`src/rtl/axi_mw_pkg.sv`:
```
// Shared definitions for the AXI4 write master: burst and response encodings,
// the AW and W state machine encodings, and the fixed AWCACHE attribute.
package axi_mw_pkg;

  localparam logic [1:0] BURST_FIXED = 2'b00;
  localparam logic [1:0] BURST_INCR  = 2'b01;
  localparam logic [1:0] BURST_WRAP  = 2'b10;

  localparam logic [1:0] RESP_OKAY   = 2'b00;
  localparam logic [1:0] RESP_EXOKAY = 2'b01;
  localparam logic [1:0] RESP_SLVERR = 2'b10;
  localparam logic [1:0] RESP_DECERR = 2'b11;

  // Bufferable, modifiable, non-allocating.
  localparam logic [3:0] AWCACHE_DEFAULT = 4'b0011;

  typedef enum logic [1:0] {
    AW_IDLE = 2'd0,
    AW_SEND = 2'd1,
    AW_DONE = 2'd2
  } aw_state_t;

  typedef enum logic {
    W_IDLE   = 1'b0,
    W_ACTIVE = 1'b1
  } w_state_t;

endpackage

```
`src/rtl/axi_mw_wskid.sv`:
```
// W-channel holding register for the AXI write master.
// A burst is armed by start/start_len; local beats are then accepted into a
// one-entry register that drives the AXI W channel, with WLAST raised on the
// beat whose index equals the armed length.
// Ports:
//   clk, rst            clock, synchronous active-high reset
//   start, start_len    arm a burst of start_len+1 beats (only while idle)
//   wr_valid/wr_ready   local beat handshake, wr_data/wr_strb payload
//   wvalid/wready       AXI W handshake, wdata/wstrb/wlast payload
//   w_done              pulse on the WLAST handshake
//   w_state             current W state
// Handshakes: a transfer happens on any cycle where valid and ready are both
// high at the rising edge; a valid side never drops or changes payload while
// waiting for ready.
module axi_mw_wskid
  import axi_mw_pkg::*;
#(
  parameter int unsigned DATA_W = 64
) (
  input  logic                  clk,
  input  logic                  rst,
  input  logic                  start,
  input  logic [7:0]            start_len,
  input  logic                  wr_valid,
  output logic                  wr_ready,
  input  logic [DATA_W-1:0]     wr_data,
  input  logic [DATA_W/8-1:0]   wr_strb,
  output logic                  wvalid,
  input  logic                  wready,
  output logic [DATA_W-1:0]     wdata,
  output logic [DATA_W/8-1:0]   wstrb,
  output logic                  wlast,
  output logic                  w_done,
  output w_state_t              w_state
);

  w_state_t              state_q, state_d;
  logic [7:0]            tx_len_q, tx_len_d;
  logic [8:0]            beat_cnt_q, beat_cnt_d;
  logic                  wvalid_q, wvalid_d;
  logic                  wlast_q, wlast_d;
  logic [DATA_W-1:0]     wdata_q, wdata_d;
  logic [DATA_W/8-1:0]   wstrb_q, wstrb_d;
  logic                  load;

  always_ff @(posedge clk) begin
    if (rst) begin
      state_q    <= W_IDLE;
      tx_len_q   <= '0;
      beat_cnt_q <= '0;
      wvalid_q   <= 1'b0;
      wlast_q    <= 1'b0;
      wdata_q    <= '0;
      wstrb_q    <= '0;
    end else begin
      state_q    <= state_d;
      tx_len_q   <= tx_len_d;
      beat_cnt_q <= beat_cnt_d;
      wvalid_q   <= wvalid_d;
      wlast_q    <= wlast_d;
      wdata_q    <= wdata_d;
      wstrb_q    <= wstrb_d;
    end
  end

  always_comb begin
    state_d = state_q;
    case (state_q)
      W_IDLE:   if (start)  state_d = W_ACTIVE;
      W_ACTIVE: if (w_done) state_d = W_IDLE;
      default:  state_d = W_IDLE;
    endcase
  end

  always_comb begin
    // beat_cnt counts beats loaded so far; once it passes tx_len the burst
    // has all its beats and the local stream is refused.
    wr_ready = (state_q == W_ACTIVE) & (~wvalid_q | wready) &
               (beat_cnt_q <= {1'b0, tx_len_q});
    load     = wr_valid & wr_ready;
    w_done   = wvalid_q & wready & wlast_q;

    tx_len_d   = tx_len_q;
    beat_cnt_d = beat_cnt_q;
    wvalid_d   = wvalid_q;
    wlast_d    = wlast_q;
    wdata_d    = wdata_q;
    wstrb_d    = wstrb_q;

    if (start) begin
      tx_len_d   = start_len;
      beat_cnt_d = '0;
    end

    if (load) begin
      wvalid_d   = 1'b1;
      wdata_d    = wr_data;
      wstrb_d    = wr_strb;
      wlast_d    = (beat_cnt_q == {1'b0, tx_len_q});
      beat_cnt_d = beat_cnt_q + 9'd1;
    end else if (wvalid_q && wready) begin
      wvalid_d = 1'b0;
      wlast_d  = 1'b0;
    end

    wvalid  = wvalid_q;
    wlast   = wlast_q;
    wdata   = wdata_q;
    wstrb   = wstrb_q;
    w_state = state_q;
  end

endmodule

```
`src/rtl/axi_master_write_engine.sv`:
```
// AXI4 write master: turns a local burst request plus a local beat stream into
// AW/W traffic, tracks bursts awaiting B, and hands each B response back to the
// requester through a one-entry response buffer.
// Ports:
//   clk, rst                   clock, synchronous active-high reset
//   req_*                      burst request (addr, len=beats-1, size, burst)
//   wr_*                       local write beat stream
//   resp_*                     B response to the requester (code, BID error)
//   m_axi_aw*/w*/b*            AXI4 master write channels
//   outstanding                bursts issued and still awaiting B
// Handshakes: a transfer happens on any cycle where valid and ready are both
// high at the rising edge; a valid side never drops or changes payload while
// waiting for ready.
module axi_master_write_engine
  import axi_mw_pkg::*;
#(
  parameter int unsigned DATA_W          = 64,
  parameter int unsigned ADDR_W          = 32,
  parameter int unsigned ID_W            = 12,
  parameter int unsigned MAX_OUTSTANDING = 4,
  parameter int unsigned AXI_ID          = 0
) (
  input  logic                 clk,
  input  logic                 rst,
  input  logic                 req_valid,
  output logic                 req_ready,
  input  logic [ADDR_W-1:0]    req_addr,
  input  logic [7:0]           req_len,
  input  logic [2:0]           req_size,
  input  logic [1:0]           req_burst,
  input  logic                 wr_valid,
  output logic                 wr_ready,
  input  logic [DATA_W-1:0]    wr_data,
  input  logic [DATA_W/8-1:0]  wr_strb,
  output logic                 resp_valid,
  input  logic                 resp_ready,
  output logic [1:0]           resp_code,
  output logic                 resp_err,
  output logic                 m_axi_awvalid,
  input  logic                 m_axi_awready,
  output logic [ID_W-1:0]      m_axi_awid,
  output logic [ADDR_W-1:0]    m_axi_awaddr,
  output logic [7:0]           m_axi_awlen,
  output logic [2:0]           m_axi_awsize,
  output logic [1:0]           m_axi_awburst,
  output logic                 m_axi_awlock,
  output logic [3:0]           m_axi_awcache,
  output logic [2:0]           m_axi_awprot,
  output logic [3:0]           m_axi_awqos,
  output logic                 m_axi_wvalid,
  input  logic                 m_axi_wready,
  output logic [DATA_W-1:0]    m_axi_wdata,
  output logic [DATA_W/8-1:0]  m_axi_wstrb,
  output logic                 m_axi_wlast,
  input  logic                 m_axi_bvalid,
  output logic                 m_axi_bready,
  input  logic [ID_W-1:0]      m_axi_bid,
  input  logic [1:0]           m_axi_bresp,
  output logic [3:0]           outstanding
);

  localparam logic [ID_W-1:0] AWID_C    = ID_W'(AXI_ID);
  localparam logic [3:0]      MAX_OUT_C = 4'(MAX_OUTSTANDING);

  aw_state_t           aw_state_q, aw_state_d;
  logic [ADDR_W-1:0]   awaddr_q, awaddr_d;
  logic [7:0]          awlen_q, awlen_d;
  logic [2:0]          awsize_q, awsize_d;
  logic [1:0]          awburst_q, awburst_d;
  logic                w_seen_q, w_seen_d;
  logic [3:0]          outstanding_q, outstanding_d;
  logic                resp_valid_q, resp_valid_d;
  logic [1:0]          resp_code_q, resp_code_d;
  logic                resp_err_q, resp_err_d;

  logic                req_accept, burst_done, b_hs, b_dec, w_done;
  w_state_t            w_state;

  axi_mw_wskid #(.DATA_W(DATA_W)) u_wskid (
    .clk       (clk),
    .rst       (rst),
    .start     (req_accept),
    .start_len (req_len),
    .wr_valid  (wr_valid),
    .wr_ready  (wr_ready),
    .wr_data   (wr_data),
    .wr_strb   (wr_strb),
    .wvalid    (m_axi_wvalid),
    .wready    (m_axi_wready),
    .wdata     (m_axi_wdata),
    .wstrb     (m_axi_wstrb),
    .wlast     (m_axi_wlast),
    .w_done    (w_done),
    .w_state   (w_state)
  );

  always_ff @(posedge clk) begin
    if (rst) begin
      aw_state_q    <= AW_IDLE;
      awaddr_q      <= '0;
      awlen_q       <= '0;
      awsize_q      <= '0;
      awburst_q     <= '0;
      w_seen_q      <= 1'b0;
      outstanding_q <= '0;
      resp_valid_q  <= 1'b0;
      resp_code_q   <= '0;
      resp_err_q    <= 1'b0;
    end else begin
      aw_state_q    <= aw_state_d;
      awaddr_q      <= awaddr_d;
      awlen_q       <= awlen_d;
      awsize_q      <= awsize_d;
      awburst_q     <= awburst_d;
      w_seen_q      <= w_seen_d;
      outstanding_q <= outstanding_d;
      resp_valid_q  <= resp_valid_d;
      resp_code_q   <= resp_code_d;
      resp_err_q    <= resp_err_d;
    end
  end

  // The W side may finish before or after AW; w_seen remembers an early WLAST
  // so AW_DONE can close the burst as soon as both halves are through.
  assign burst_done = (aw_state_q == AW_DONE) & (w_seen_q | w_done);

  always_comb begin
    aw_state_d = aw_state_q;
    case (aw_state_q)
      AW_IDLE: if (req_accept)    aw_state_d = AW_SEND;
      AW_SEND: if (m_axi_awready) aw_state_d = AW_DONE;
      AW_DONE: if (burst_done)    aw_state_d = AW_IDLE;
      default:                    aw_state_d = AW_IDLE;
    endcase
  end

  always_comb begin
    req_ready     = (aw_state_q == AW_IDLE) & (w_state == W_IDLE) &
                    (outstanding_q < MAX_OUT_C);
    req_accept    = req_valid & req_ready;
    m_axi_awvalid = (aw_state_q == AW_SEND);
    m_axi_bready  = ~resp_valid_q | resp_ready;
    b_hs          = m_axi_bvalid & m_axi_bready;
    // A B with nothing outstanding is still reported, but must not wrap.
    b_dec         = b_hs & (outstanding_q != 4'd0);

    awaddr_d  = awaddr_q;
    awlen_d   = awlen_q;
    awsize_d  = awsize_q;
    awburst_d = awburst_q;
    if (req_accept) begin
      awaddr_d  = req_addr;
      awlen_d   = req_len;
      awsize_d  = req_size;
      awburst_d = req_burst;
    end

    w_seen_d = w_seen_q;
    if (burst_done)  w_seen_d = 1'b0;
    else if (w_done) w_seen_d = 1'b1;

    outstanding_d = outstanding_q;
    case ({burst_done, b_dec})
      2'b10:   outstanding_d = outstanding_q + 4'd1;
      2'b01:   outstanding_d = outstanding_q - 4'd1;
      default: outstanding_d = outstanding_q;
    endcase

    resp_valid_d = resp_valid_q;
    resp_code_d  = resp_code_q;
    resp_err_d   = resp_err_q;
    if (b_hs) begin
      resp_valid_d = 1'b1;
      resp_code_d  = m_axi_bresp;
      resp_err_d   = (m_axi_bid != AWID_C) | (outstanding_q == 4'd0);
    end else if (resp_ready) begin
      resp_valid_d = 1'b0;
    end

    m_axi_awid    = AWID_C;
    m_axi_awaddr  = awaddr_q;
    m_axi_awlen   = awlen_q;
    m_axi_awsize  = awsize_q;
    m_axi_awburst = awburst_q;
    m_axi_awlock  = 1'b0;
    m_axi_awcache = AWCACHE_DEFAULT;
    m_axi_awprot  = 3'b000;
    m_axi_awqos   = 4'b0000;
    resp_valid    = resp_valid_q;
    resp_code     = resp_code_q;
    resp_err      = resp_err_q;
    outstanding   = outstanding_q;
  end

endmodule

```
`config.mk`:
```
export PLATFORM = sky130hd
export DESIGN_NAME = axi_master_write_engine
export DESIGN_NICKNAME = d
export VERILOG_FILES = /design/src/rtl/axi_mw_pkg.sv /design/src/rtl/axi_mw_wskid.sv /design/src/rtl/axi_master_write_engine.sv
export SDC_FILE = /design/constraint.sdc
export NUM_CORES = 1
export LEC_CHECK = 0
export CORE_MARGIN = 10
export CORE_UTILIZATION = 40
export CTS_CLUSTER_SIZE = 30
export DETAILED_ROUTE_END_ITERATION = 6
export HOLD_SLACK_MARGIN = 0.1
export PLACE_DENSITY = 0.92
export SLEW_MARGIN = 25
export SYNTH_ARGS = -nofsm -noshare
export SYNTH_HDL_FRONTEND = slang
export SYNTH_SLANG_ARGS = --single-unit
```
`constraint.sdc`:
```
create_clock -name clk -period 3.3 [get_ports clk]
set_input_delay 0.99 -clock clk [delete_from_list [all_inputs] [get_ports clk]]
set_output_delay 0.99 -clock clk [all_outputs]
set_load 0.01 [all_outputs]
```
---- After elaboration in Yosys (flattened, before gate mapping) ----
Index checks and enable logic that the tools add are counted.
word-level totals
  input bits .............................. 139
  word-level logic and storage cells ...... 73
  bits in registers ....................... 140
operators by class
  order comparisons ....................... 2
  $add $sub $neg .......................... 3
  bitwise gates (word level) .............. 18
  mux-type cells .......................... 15
  reduce and logical (&&, ||, !) cells .... 11
  eq/ne operators ......................... 8
operator list
  kind                                                                          count
  9-bit 2-to-1 mux                                                              2
  12-bit nonzero test                                                           1
  1-bit bitwise AND                                                             11
  9-bit by 1-bit adder with 9-bit output, second input constant                 1
  9-bit by 8-bit equality test with 1-bit output                                1
  9-bit by 8-bit <= comparator with 1-bit output                                1
  4-bit case mux with 2 select lines                                            1
  2-bit nonzero test                                                            4
  1-bit 2-to-1 mux                                                              7
  2-bit 2-to-1 mux                                                              3
  2-bit case mux with 3 select lines                                            1
  4-bit by 1-bit adder with 4-bit output, second input constant                 1
  2-bit by 1-bit equality test with 1-bit output, second input constant         2
  2-bit equality test, second input constant                                    2
  4-bit logical NOT                                                             1
  4-bit by 3-bit less-than comparator with 1-bit output, second input constant  1
  2-bit != test, second input constant                                          2
  1-bit bitwise OR                                                              4
  4-bit nonzero test                                                            1
  4-bit by 1-bit subtractor with 4-bit output, second input constant            1
  1-bit NOT                                                                     3
  3-bit AND reduction                                                           1
  2-bit logical NOT                                                             1
  2-bit by 1-bit != test with 1-bit output, second input constant               1
  other kinds (3)                                                               3

---- Longest topological paths before layout ----
Gate-level depths: netlist (run 1).
  depth after elaboration ................. 6
  gate-level depth with buffers ........... 10
  mapped depth without buffers ............ 10

---- Cells and area by module ----
Synthesis (run 1) repeated with hierarchy kept, for this count alone.
unflattened totals
  cells, all modules ...................... 743
  area total of the unflattened synthesis .. 6128.4 µm²
by module, submodules not included
  module                   area an instance (µm²)  cells an instance  sequential area each (µm²)  instances
  axi_mw_wskid             3799.9                  456                1841.8                      1
  axi_master_write_engine  2328.5                  287                1121.1                      1

---- Least setup slack after synthesis (run 1) ----
OpenSTA, ideal clock, no wires.
  kind .................................... register to output
  from .................................... register u_wskid.tx_len_q[4]
  to ...................................... output port wr_ready
  cell stages (with the launch flop) ...... 8
  arrival time ............................ 1836 ps
  slack ................................... 474 ps
  data required time ...................... 2310 ps
  cell sequence ........................... dfxtp_1 inv_1 ha_1 nand4_1 or3_4 o211ai_1 clkbuf_1 and3_1
on the way
  longest elaborated chain between the ends .. 2
RTL lines
  item                                            RTL line                       RTL
  start, declared                                 axi_mw_wskid.sv:38             logic [7:0] tx_len_q, tx_len_d;
  start signal, assigned                          axi_mw_wskid.sv:57             tx_len_q <= tx_len_d;
  9-bit by 8-bit <= comparator with 1-bit output  axi_mw_wskid.sv:79             (beat_cnt_q <= {1'b0, tx_len_q});
  1-bit bitwise AND                               axi_mw_wskid.sv:78             wr_ready = (state_q == W_ACTIVE) & (~wvalid_q | wready) &
  end, declared                                   axi_master_write_engine.sv:32  output logic wr_ready,
Every way passes these cells.

---- Worst setup path after layout (run 1) ----
  from .................................... register outstanding_q[3] (netlist: outstanding[3])
  to ...................................... output port req_ready
on the way
  longest elaborated chain between the ends .. 2
RTL lines
  item                                                   RTL line                        RTL
  start, declared                                        axi_master_write_engine.sv:71   logic [3:0] outstanding_q, outstanding_d;
  start signal, assigned                                 axi_master_write_engine.sv:116  outstanding_q <= outstanding_d;
  4-bit by 3-bit less-than comparator with 1-bit output  axi_master_write_engine.sv:139  (outstanding_q < MAX_OUT_C);
  1-bit bitwise AND                                      axi_master_write_engine.sv:138  req_ready = (aw_state_q == AW_IDLE) & (w_state == W_IDLE) &
  end, declared                                          axi_master_write_engine.sv:26   output logic req_ready,
Every way passes these cells.

==> results of run 1 <==
layout make-up:
cell class | instances | share of cell area [%]
Clock inverter | 12 | 1.87
Clock buffer | 19 | 4.83
Sequential cell | 140 | 30.6
Timing Repair Buffer | 286 | 30.9
Tap cell | 180 | 2.46
Inverter | 14 | 0.573
Multi-Input combinational cell | 500 | 28.7
per-stage QoR:
stage / util, % / TNS, ps / hold slack (ps) / cells
after floorplan: - / 0 / 446 / 741
after global routing: 65.3 / 0 / 477 / 1151
after detailed placement: 60.7 / -48.1 / 446 / 1119
final: 65.3 / 0 / 451 / 1151
after global placement: 60.7 / -0.734 / 441 / 1119
after CTS: 65.1 / 0 / 453 / 1151
cell usage after synthesis (6+ instances only):
library cell  number
nor2_1             9
ha_1              12
dfxtp_1          140
o211ai_1          11
nand3_1           80
nand2_1          102
a31oi_1            7
o21ai_0           74
or4_1              6
a21oi_1          135
clkbuf_1          49
buf_4             24
inv_1             14
buf_2             12
metal layers:
layer	global-route usage (%)	up-vias	share of wire, %
met1	21.8	2875	38
li1	-	2928	-
met3	7.40	25	9.0
met4	6.41	0	1.6
met2	34.1	228	52
met5	0	-	0
report_power, final:
part	internal, mW	switching [mW]	total (mW)
clock network	1.28	0.714	1.99
logic	0.458	0.587	1.05
registers	1.80	0.0548	1.85
what timing repair did:
item                                    4_1_cts  5_1_grt
endpoints found under the setup margin        1        1
pin swaps                                     1        2
gates resized for setup                       4        7
buffers inserted                              1        0
final timing paths:
path	startpoint	to	slack, ps	cells after the start
worst min register to register	m_axi_awaddr[29]	m_axi_awaddr[29]	450	2
worst min-delay path	m_axi_awaddr[29]	m_axi_awaddr[29]	450	2
worst max-delay path	outstanding[3]	req_ready	90	3
worst max register to register	u_wskid.tx_len_q[2]	u_wskid.beat_cnt_q[2]	610	9
sequential cells by signal (all words and copies together) (netlist names):
signal / cells
m_axi_awsize: 3
u_wskid.wlast: 1
m_axi_awaddr: 32
u_wskid.wdata: 64
u_wskid.wvalid: 1
m_axi_awburst: 2
resp_valid: 1
u_wskid.w_state: 1
resp_err: 1
resp_code: 2
u_wskid.beat_cnt_q: 9
u_wskid.wstrb: 8
w_seen_q: 1
outstanding: 4
aw_state_q: 2
u_wskid.tx_len_q: 8
logic make-up after synthesis:
family                   count (synthesis)  share of synthesized area, %
AO/OA/AOI/OAI                          231                          20.9
AND/OR/NAND/NOR                        229                          18.9
flip-flops                             140                          48.3
buffers and inverters                  101                          8.47
adder cells (fa/ha/maj)                 13                          2.93
XOR/XNOR                                 3                         0.452
other                                    2                         0.129
critical path, stage by stage (launching register included):
cell and delay (ps):
dfxtp_1 350, or4_1 530, nor2_1 270, clkdlybuf4s50_1 650
==> results.py, run 1 <==
metrics = {
    "drt": {
        "ant_nets": 0,
        "drc": 0,
        "postRouteWirelength_um": 20800,
        "via_count": 6056,
        "wl_per_cell_um": 18.1,
        "drtIter0Drc": 363,
        "via_per_inst": 5.26,
        "drtPass1Iterations": 5,
    },
    "layout": {
        "final_cell_mix": "clkdlybuf4s50_1, dfxtp_1, a21oi_1",
        "nFillCells": 1135,
        "finalInstanceArea_sq_mm": 0.00917,
        "fin_nets": 1111,
        "final-seq-area_sq_mm": 0.00281,
        "drive_gt1_share_pct": 6.59,
        "layout_commonest_cell": "clkdlybuf4s50_1",
        "multi_input_area_sq_mm": 0.00263,
        "area_delta_synth_final_pct": 57.9,
        "diodes": 0,
    },
    "die": {
        "fp-row-count": 43,
        "die_area_sq_mm": 0.0197,
        "initial_core_util_pct": 41.4,
        "dieHeight_um": 141,
        "io_pins": 294,
        "die_w_um": 141,
        "core_sq_mm": 0.0140,
    },
    "placed_design": {
        "port_buffers": 269,
        "dpl_cell_area_sq_mm": 0.00852,
        "hpwl_um": 14700,
        "pre_cts_slack_ps": -48.1,
        "gp_congestion": 0.809,
    },
    "grt": {
        "grt_first_pass_wirelength_um": 32100,
        "track_usage_pct": 19.7,
        "grt_max_degree": 88,
        "first_global_vias": 5910,
        "overflow": 0,
        "antenna_found_initial": 0,
    },
    "logic_synthesis": {
        "synth_top_area_share_pct": 48.3,
        "ys_seq_area_share_pct": 48.3,
        "synth_edf_count": 0,
        "yosys_warnings": 0,
        "ys_ff_latch": 140,
        "synth_top_cells_by_area": "dfxtp_1, a21oi_1, nand3_1",
        "synthFlopType": "dfxtp_1",
        "synth_top_cell_by_area": "dfxtp_1",
        "syn_area_per_cell_sq_um": 8.08,
        "yosys.cell_types.count": 38,
        "syn_inst": 719,
        "synthArstFlopShare_pct": 0,
        "synthesis.area_sq_mm": 0.00581,
    },
    "pwr": {
        "vdd_drop_max_mv": 0.397,
        "p_per_area_mw_per_mm2": 533,
        "power_leakage_nw": 3.25,
        "power_mw": 4.89,
    },
    "sta": {
        "setup_viol": 0,
        "skew_ps": 9.66,
        "relSlewSlack_pct": 40.2,
        "period_share_pct": 97.3,
        "maxSlewViolCount": 0,
        "final_hold_viol_count": 0,
        "worst_slack_ps": 90.0,
        "period_needed_ps": 3210,
        "worst_pin_slew_ps": 897,
        "max_freq_mhz": 312,
        "rsz0062_at_grt": "no",
    },
    "clock_tree": {
        "cts_buffers": 17,
        "clock-root-buffer": "clkbuf_16",
        "cts_tree": "built",
        "clock_latency_ps": 420,
        "clk_path_buf_depth": 2,
        "htree_num_levels": 4,
        "clk_pin_slew_ps": 60,
        "hold_buffers": 0,
        "cts.sinks": 140,
    },
    "run": {
        "drv_cap": 0,
    },
    "critical_path": {
        "end_kind": "output port",
        "arrival_ps": 2220,
        "critPathKind": "reg -> out",
        "cp.required_ps": 2310,
        "cp-start-kind": "flop",
        "path_max_fanout": 5,
    },
    "run_status": {
        "run_status": "complete, no violations",
    },
    "hold_path": {
        "hold_path_class": "reg -> reg",
    },
}
Note: power is estimated with default switching activity, not from simulation.
==> run 2: changes to the inputs <==
--- a/config.mk
+++ b/config.mk
@@ -7,6 +7,7 @@
 export LEC_CHECK = 0
 export CORE_MARGIN = 10
 export CORE_UTILIZATION = 40
+export CTS_CLUSTER_DIAMETER = 40
 export CTS_CLUSTER_SIZE = 30
 export DETAILED_ROUTE_END_ITERATION = 6
 export HOLD_SLACK_MARGIN = 0.1
==> results of run 2 <==
No change in the layout: final DEF, timing and power equal those of run 1.
==> run 3: changes to the inputs <==
--- a/config.mk
+++ b/config.mk
@@ -7,6 +7,7 @@
 export LEC_CHECK = 0
 export CORE_MARGIN = 10
 export CORE_UTILIZATION = 40
+export CTS_BUF_LIST = sky130_fd_sc_hd__clkbuf_4
 export CTS_CLUSTER_DIAMETER = 40
 export CTS_CLUSTER_SIZE = 30
 export DETAILED_ROUTE_END_ITERATION = 6
==> run 3 against run 2 <==
- first-iteration DRC count decreased by 1.1%
- setup slack got worse by 49 ps
- hold slack improved by 6.5 ps
- critical path type unchanged
- critical endpoint is now wr_ready
- largest cell class unchanged
- highest routed layer unchanged
==> results.py, run 3 (synthesis results as in run 1) <==
metrics = {
    "sta": {
        "skew_ps": 21.1,
        "max_freq_mhz": 307,
        "setup_tns_ps": 0,
        "setup_viol": 0,
        "period_needed_ps": 3260,
        "worst_pin_slew_ps": 928,
        "maxSlewViolCount": 0,
        "worst_slack_ps": 41.1,
        "relSlewSlack_pct": 38.1,
        "rsz0062_at_grt": "yes",
        "final_hold_viol_count": 0,
        "period_share_pct": 98.8,
    },
    "placed_design": {
        "pre_cts_slack_ps": -48.1,
        "gp_congestion": 0.809,
        "port_buffers": 269,
        "hpwl_um": 14700,
        "dpl_cell_area_sq_mm": 0.00852,
    },
    "die": {
        "initial_core_util_pct": 41.4,
        "dieHeight_um": 141,
        "die_w_um": 141,
        "core_sq_mm": 0.0140,
        "io_pins": 294,
        "die_area_sq_mm": 0.0197,
        "fp-row-count": 43,
    },
    "drt": {
        "wl_per_cell_um": 17.9,
        "drtIter0Drc": 359,
        "drc": 0,
        "drtPass1Iterations": 5,
        "via_count": 6092,
        "postRouteWirelength_um": 20700,
        "ant_nets": 0,
        "via_per_inst": 5.27,
    },
    "clock_tree": {
        "htree_num_levels": 4,
        "clk_path_buf_depth": 2,
        "clock_latency_ps": 550,
        "clk_pin_slew_ps": 110,
        "hold_buffers": 0,
        "cts_tree": "built",
        "clock-root-buffer": "clkbuf_4",
        "cts.sinks": 140,
        "cts_buffers": 17,
    },
    "layout": {
        "utilization_pct": 63.8,
        "final_cell_mix": "clkdlybuf4s50_1, a21oi_1, dfxtp_1",
        "layout_commonest_cell": "clkdlybuf4s50_1",
        "drive_gt1_share_pct": 8.21,
        "nFillCells": 1148,
        "area_delta_synth_final_pct": 54.2,
        "finalInstanceArea_sq_mm": 0.00895,
        "fin_nets": 1115,
        "largest_reg_flops": 64,
    },
    "critical_path": {
        "cp.required_ps": 2310,
        "end_kind": "output port",
        "critPathKind": "reg -> out",
        "path_max_fanout": 3,
        "arrival_ps": 2270,
        "cp-start-kind": "flop",
    },
    "grt": {
        "grt_first_pass_wirelength_um": 31800,
        "overflow": 0,
        "track_usage_pct": 19.6,
        "antenna_found_initial": 1,
        "grt_max_degree": 88,
        "first_global_vias": 5897,
    },
    "pwr": {
        "power_mw": 4.14,
        "p_per_area_mw_per_mm2": 462,
        "vdd_drop_max_mv": 0.303,
        "power_leakage_nw": 3.14,
    },
    "run_status": {
        "run_status": "complete, no violations",
    },
    "hold_path": {
        "hold_path_class": "reg -> reg",
    },
    "run": {
        "drv_cap": 0,
    },
}
-- run 3: changes by cell type in the layout (fill, tap and decap cells not counted), sizes merged --
cell	delta
clkinv	+1
clkbuf	-1
diode	+1
clkdlybuf4s50	-1
dlygate4sd2	+1
buf	+4
-- run 3: where the power goes --
group	total [mW]	switching [mW]	internal (mW)	leakage, nW
Combinational	1.06	0.592	0.472	1.83
Sequential	1.85	0.0546	1.80	1.14
Clock	1.22	0.622	0.599	0.173
Total	4.14	1.27	2.87	3.14
-- run 3: worst max-delay path: stages (launching register included) --
cell	delay (ps)
dfxtp_1	360
inv_1	90
ha_4	300
nand4b_4	110
or3_4	340
o211ai_1	100
buf_4	160
and3_4	180
buf_6	90
-- run 3: stage by stage --
| stage | instances | hold slack [ps] |
|---|---|---|
| final | 1156 | 458 |
| after global routing | 1156 | 480 |
| after CTS | 1155 | 460 |
| after detailed placement | 1119 | 446 |
| after global placement | 1119 | 441 |
| after floorplan | 741 | 446 |
-- run 3: path summary, 6_finish.rpt --
| kind | startpoint | end | slack (ps) | depth (start not counted) |
|---|---|---|---|---|
| worst max-delay path | u_wskid.tx_len_q[6] | wr_ready | 40 | 8 |
| worst max register to register | u_wskid.tx_len_q[6] | u_wskid.wdata[2] | 680 | 9 |
| worst min-delay path | m_axi_awaddr[29] | m_axi_awaddr[29] | 460 | 2 |
| worst min register to register | m_axi_awaddr[29] | m_axi_awaddr[29] | 460 | 2 |
-- run 3: layout make-up --
cell class                      instances  area [sq um]  area share [%]
Antenna cell                            1          2.50          0.0279
Clock buffer                           18           135            1.51
Clock inverter                         13           175            1.96
Inverter                               14          52.6           0.587
Multi-Input combinational cell        500          2680            29.9
Sequential cell                       140          2810            31.4
Tap cell                              180           225            2.52
Timing Repair Buffer                  290          2870            32.1
-- run 3: metal layers --
metal	vias up	share of wire (%)	GRT usage, %
met5	-	0	0
met4	0	1.4	6.47
met3	19	8.8	7.67
met2	215	52	33.7
met1	2920	38	21.6
li1	2938	-	-
-- run 3: timing repair --
item                       in CTS  in global routing
buffers inserted                5                  0
resized for setup              22                  3
pin swaps                       7                  4
setup endpoints to repair       2                  1
